**config.mk**
```make
export PLATFORM = sky130hd
export DESIGN_NAME = booth8_pp_accum_flat
export DESIGN_NICKNAME = d
export VERILOG_FILES = /design/src/rtl/booth8_pkg.sv /design/src/rtl/booth8_pp_accum_if.sv /design/src/rtl/booth8_pp_align.sv /design/src/rtl/booth8_pp_accum.sv /design/src/flat_wrapper.sv
export SDC_FILE = /design/constraint.sdc
export NUM_CORES = 1
export LEC_CHECK = 0
export CORE_AREA = 2 2 165 167
export CTS_BUF_LIST = sky130_fd_sc_hd__clkbuf_4 sky130_fd_sc_hd__clkbuf_8
export DETAILED_ROUTE_END_ITERATION = 8
export DIE_AREA = 0 0 167 169
export PLACE_DENSITY_LB_ADDON = 0.25
export SETUP_SLACK_MARGIN = 0.15
export SYNTH_ARGS = -nofsm -noshare
export SYNTH_HDL_FRONTEND = slang
export SYNTH_HIERARCHICAL = 1
export SYNTH_SLANG_ARGS = --single-unit
```
**constraint.sdc**
```tcl
create_clock -name clk -period 5.63 [get_ports clk]
set_input_delay 1.689 -clock clk [delete_from_list [all_inputs] [get_ports clk]]
set_output_delay 1.689 -clock clk [all_outputs]
set_load 0.01 [all_outputs]
```
**src/rtl/booth8_pkg.sv**
```systemverilog
// Shared constants and state type for the radix-8 Booth partial-product datapath.
package booth8_pkg;

    localparam int unsigned PP_W      = 35;
    localparam int unsigned PROD_W    = 64;
    localparam int unsigned NUM_PP    = 11;
    localparam int unsigned GRP_SHIFT = 3;
    localparam int unsigned IDX_W     = 4;

    // Group index of the final partial product; reaching it forces completion.
    localparam logic [IDX_W-1:0] LAST_IDX = IDX_W'(NUM_PP - 1);

    typedef enum logic {
        ACCUM,
        HOLD
    } state_e;

endpackage

```
**src/rtl/booth8_pp_accum_if.sv**
```systemverilog
// Partial-product input stream and product output handshake of the accumulator.
interface booth8_pp_accum_if;
    import booth8_pkg::*;

    logic              pp_valid;
    logic              pp_ready;
    logic [PP_W-1:0]   pp_data;
    logic              pp_last;
    logic              prod_valid;
    logic              prod_ready;
    logic [PROD_W-1:0] product;
    logic              err_len;

    // Producer of partial products and consumer of the product.
    modport master (
        output pp_valid, pp_data, pp_last, prod_ready,
        input  pp_ready, prod_valid, product, err_len
    );

    // The accumulator itself.
    modport slave (
        input  pp_valid, pp_data, pp_last, prod_ready,
        output pp_ready, prod_valid, product, err_len
    );

endinterface

```
**src/rtl/booth8_pp_align.sv**
```systemverilog
// Sign-extends one partial product to product width and weights it by 8^idx.
module booth8_pp_align
    import booth8_pkg::*;
(
    input  logic [PP_W-1:0]   pp_data,
    input  logic [IDX_W-1:0]  idx,
    output logic [PROD_W-1:0] aligned
);

    logic [PROD_W-1:0] pp_sext;
    logic [5:0]        shamt;

    // Shift of GRP_SHIFT bits per group; bits pushed past the MSB are dropped.
    always_comb begin
        pp_sext = {{(PROD_W - PP_W){pp_data[PP_W-1]}}, pp_data};
        shamt   = 6'(idx) * 6'(GRP_SHIFT);
        aligned = pp_sext << shamt;
    end

endmodule

```
**src/rtl/booth8_pp_accum.sv**
```systemverilog
// Sequential accumulator of radix-8 Booth partial products into a 64-bit product.
module booth8_pp_accum
    import booth8_pkg::*;
(
    input  logic               clk,
    input  logic               rst,
    booth8_pp_accum_if.slave   bus
);

    state_e            state_q, state_d;
    logic [PROD_W-1:0] acc_q, acc_d;
    logic [IDX_W-1:0]  idx_q, idx_d;
    logic [PROD_W-1:0] product_q, product_d;
    logic              err_len_q, err_len_d;
    logic [PROD_W-1:0] aligned;
    logic [PROD_W-1:0] sum;

    booth8_pp_align u_align (
        .pp_data (bus.pp_data),
        .idx     (idx_q),
        .aligned (aligned)
    );

    assign sum            = acc_q + aligned;
    assign bus.pp_ready   = (state_q == ACCUM);
    assign bus.prod_valid = (state_q == HOLD);
    assign bus.product    = product_q;
    assign bus.err_len    = err_len_q;

    // Next-state: accumulate beats in ACCUM, hold the result until it is taken.
    always_comb begin
        state_d   = state_q;
        acc_d     = acc_q;
        idx_d     = idx_q;
        product_d = product_q;
        err_len_d = err_len_q;
        case (state_q)
            ACCUM: begin
                if (bus.pp_valid) begin
                    acc_d = sum;
                    idx_d = idx_q + 1'b1;
                    if (bus.pp_last || (idx_q == LAST_IDX)) begin
                        state_d   = HOLD;
                        product_d = sum;
                        err_len_d = (idx_q != LAST_IDX);
                    end
                end
            end
            HOLD: begin
                if (bus.prod_ready) begin
                    state_d = ACCUM;
                    acc_d   = '0;
                    idx_d   = '0;
                end
            end
            default: state_d = ACCUM;
        endcase
    end

    // State, accumulator and result registers with synchronous reset.
    always_ff @(posedge clk) begin
        if (rst) begin
            state_q   <= ACCUM;
            acc_q     <= '0;
            idx_q     <= '0;
            product_q <= '0;
            err_len_q <= 1'b0;
        end else begin
            state_q   <= state_d;
            acc_q     <= acc_d;
            idx_q     <= idx_d;
            product_q <= product_d;
            err_len_q <= err_len_d;
        end
    end

endmodule

```
**src/flat_wrapper.sv**
```systemverilog
// flat-port wrapper written by rule: the top's interface ports become plain ports
module booth8_pp_accum_flat import booth8_pkg::*;
  (clk, rst, bus_pp_valid, bus_pp_data, bus_pp_last, bus_prod_ready, bus_pp_ready, bus_prod_valid, bus_product, bus_err_len);
  booth8_pp_accum_if bus_i ();
  input  logic clk;
  input  logic rst;
  input wire logic [$bits(bus_i.pp_valid)-1:0] bus_pp_valid;
  input wire logic [$bits(bus_i.pp_data)-1:0] bus_pp_data;
  input wire logic [$bits(bus_i.pp_last)-1:0] bus_pp_last;
  input wire logic [$bits(bus_i.prod_ready)-1:0] bus_prod_ready;
  output wire logic [$bits(bus_i.pp_ready)-1:0] bus_pp_ready;
  output wire logic [$bits(bus_i.prod_valid)-1:0] bus_prod_valid;
  output wire logic [$bits(bus_i.product)-1:0] bus_product;
  output wire logic [$bits(bus_i.err_len)-1:0] bus_err_len;
  assign bus_i.pp_valid = bus_pp_valid;
  assign bus_i.pp_data = bus_pp_data;
  assign bus_i.pp_last = bus_pp_last;
  assign bus_i.prod_ready = bus_prod_ready;
  assign bus_pp_ready = bus_i.pp_ready;
  assign bus_prod_valid = bus_i.prod_valid;
  assign bus_product = bus_i.product;
  assign bus_err_len = bus_i.err_len;
  booth8_pp_accum u_core (.clk(clk), .rst(rst), .bus(bus_i));
endmodule
```
==> flow_summary.ini <==
[worst_hold_path]
min_path_type = flip-flop to flip-flop

[place]
placed_area_mm2 = 0.0156
portBuffers = 106
hpwl_um = 32500
finalWeightedCongestion = 0.950

[clock_tree]
clk_pin_slew_ps = 90
cts_buffer_depth = 2
cts_root_buf = clkbuf_8
cts_buffers = 17
hold_buffers = 0
cts.htree.levels = 4
clkLatencyLatePin_ps = 480
cts_tree = yes
clock-sinks = 134

[critical_path]
crit_buf_inv = 6
cp_cell_sequence = dlygate4sd2_1 > buf_4 > mux4_2 > mux2_2 > mux2i_4 > buf_4 > buf_4 > nand2_1 > o21ai_0 > o22ai_2 > ha_2 > buf_4 > a21o_1 > a21o_1 > a21oi_2 > o211ai_4 > buf_6 > a41oi_4 > xnor2_2 > xnor2_1 > a211oi_2
path_max_fanout = 6
cp.required_ps = 5950
worstPathArrival_ps = 5760
cp_top_family = compound AO/OA/AOI/OAI gates
cpPeakStageDelay_ps = 500
cpMostUsedCell = buf_4
path_class = primary input to flip-flop
startpoint_type = primary input
slowest_stage = mux4_2
cp-end-kind = flip-flop

[pwr]
p_total_mw = 5.97
power.density_mw_per_mm2 = 340
internal-power_mw = 3.52
ir_drop_uv = 205
p_leak_nw = 7.70
comb_power_share_pct = 63.3
p_seq_share_pct = 20.7
switching_share_pct = 41.1
p_sw_mw = 2.45
p_clk_share_pct = 15.9

[grt]
first_global_vias = 13100
grt_util_all_layers_pct = 29.8
overflow = 0
grt_start_max_net_pins = 70
grt_pass1_wl_um = 67900
antenna_found_initial = 0

[layout]
mostFrequentLayoutCells = buf_4, nand2_1, a21oi_1
fin_area_mm2 = 0.0176
final_common_cell = buf_4
final_layout_size_suffix_gt1_share_pct = 36.6
num-nets-final = 2061
diodes = 0
areaGrowthSynthToFinish_pct = 49.1

[timing]
rsz0062_at_grt = yes
hold_violations = 0
slew-limit-headroom_pct = 40.9
clock_skew_ps = 20.6
worstMarginPinSlew_ps = 887
tns_ps = 0
fmax_ghz = 0.184
period_share_pct = 96.7
slew_viol_final = 0
setup_violations = 0
min_period_ps = 5450

[flow_run]
maxCapViolCount = 0

[logic_synthesis]
synth-edff-count = 0
ys_ff_latch = 134
synth_area_leader_cell = dfxtp_1
yosysUniqueCellTypes = 92
muxShareOfSynthArea_pct = 12.8
yosysTopAreaCellShare_pct = 22.7
synth_xor_area_share_pct = 4.50
synth_top_family_by_area = compound AO/OA/AOI/OAI gates
synthesis.nets = 1626
avgSynthCellArea_um2 = 7.79
yosys.area_share.simple_pct = 19.2
async_flop_share_pct = 0
synth_compound_area_share_pct = 28.2
synth_area_leaders = dfxtp_1, ha_1, a21oi_1
yosysSeqAreaShare_pct = 22.7
synth_fa_ha_area_share_pct = 7.66
syn-cell-area_mm2 = 0.0118
synthCells = 1515
ys.flop_type = dfxtp_1
synth_warnings = 6

[die]
dieWidth_um = 167
core_mm2 = 0.0265
ios = 107
start_util_pct = 44.5
rows = 60
die-area_mm2 = 0.0282
die_h_um = 169

[routing]
viasPerCell = 5.94
num_vias = 13700
first_pass_iters = 5
antenna_left = 0
routedWlPerCell_um = 19.2
wirelength_um = 44300
drt_iter0_drc = 1143
drc = 0

[run_status]
run_status = finished, final reports clean
[registers in the layout (all words and copies together), names as in the netlist]
signal,flops
u_core/bus.err_len,1
u_core/acc_q,64
u_core/bus.prod_valid,1
u_core/idx_q,4
u_core/bus.product,64
[metrics by stage]
step,cells,setup WS [ps],utilization (%),hold slack [ps]
6_report,2304,185,66.4,458
3_5_place_dp,2205,-776,58.8,447
4_1_cts,2280,151,63.4,460
5_1_grt,2304,63.1,66.4,480
3_3_place_gp,2205,-769,58.8,442
2_1_floorplan,1515,354,-,432
[final cells by class]
type | count | area [µm²]
Multi-Input combinational cell | 1241 | 9600
Sequential cell | 134 | 2680
Inverter | 24 | 93.8
Clock buffer | 17 | 234
Tap cell | 341 | 427
Clock inverter | 15 | 205
Timing Repair Buffer | 532 | 4350
Fill cell | 2211 | 8910
[routing by layer]
metal	up-vias	global-route usage [%]	part of all wire, %
li1	6463	-	-
met1	6557	36.3	42
met2	516	52.9	49
met3	143	4.75	5.2
met4	0	11.4	4.3
met5	-	0	0
[final timing paths]
kind	from	to	slack [ps]	cells past startpoint
worst min-delay path	u_core/bus.product[25]$_SDFFE_PP0P_	u_core/bus.product[25]$_SDFFE_PP0P_	460	2
worst max register to register	u_core/idx_q[1]$_SDFFE_PP0P_	u_core/acc_q[61]$_SDFFE_PP0P_	330	23
worst max-delay path	bus_pp_data[20]	u_core/bus.product[63]$_SDFFE_PP0P_	180	21
worst min register to register	u_core/bus.product[25]$_SDFFE_PP0P_	u_core/bus.product[25]$_SDFFE_PP0P_	460	2
[synth_stat cells, drive strengths merged, types with 13 or more instances]
master / number
nand2: 196
a21oi: 159
nor2: 149
dfxtp: 134
clkbuf: 79
o21ai: 74
ha: 69
a21o: 54
a22oi: 40
mux2: 38
mux2i: 38
buf: 37
nand3: 34
xnor2: 33
mux4: 31
xor2: 25
inv: 24
nor3: 24
a31oi: 23
nand4: 23
a22o: 20
o211ai: 15
a211oi: 14
and2: 14
and3: 13
[cells by family after synthesis]
kind of cell,count (synthesis)
AND/OR/NAND/NOR,504
AO/OA/AOI/OAI,501
buffers and inverters,140
flip-flops,134
multiplexers,107
adder cells (fa/ha/maj),71
XOR/XNOR,58
[worst register-to-register path, cell delays in order (launching register included)]
cell and delay [ps]:
dfxtp_1 490, ha_4 180, inv_1 50, fa_2 410, xnor2_4 330, buf_6 270
mux2i_1 280, nand3_1 140, a21oi_1 370, a21oi_4 70, nor2_1 140, ha_1 280
a21oi_2 160, nand2b_1 120, a21boi_0 100, a311o_1 360, or3b_4 390, a31oi_4 180
buf_6 120, o31a_1 180, o31a_1 200, buf_4 120, xor2_1 140, o21ai_1 70
[repair_timing]
action,4_1_cts,5_1_grt
endpoints found under the setup margin,62,59
buffers inserted,43,24
gates resized for setup,122,150
pin swaps,60,84
cloned,0,0
[power by group through the flow]
stage          logic, mW  registers [mW]  clock network, mW
2_1_floorplan       1.74            1.24                  0
5_1_grt             4.05            1.26               1.01
3_5_place_dp        3.21            1.24                  0
3_3_place_gp        3.17            1.24                  0
6_report            3.78            1.24              0.951
4_1_cts             3.46            1.23              0.962
(Power assumes the default switching activity.)
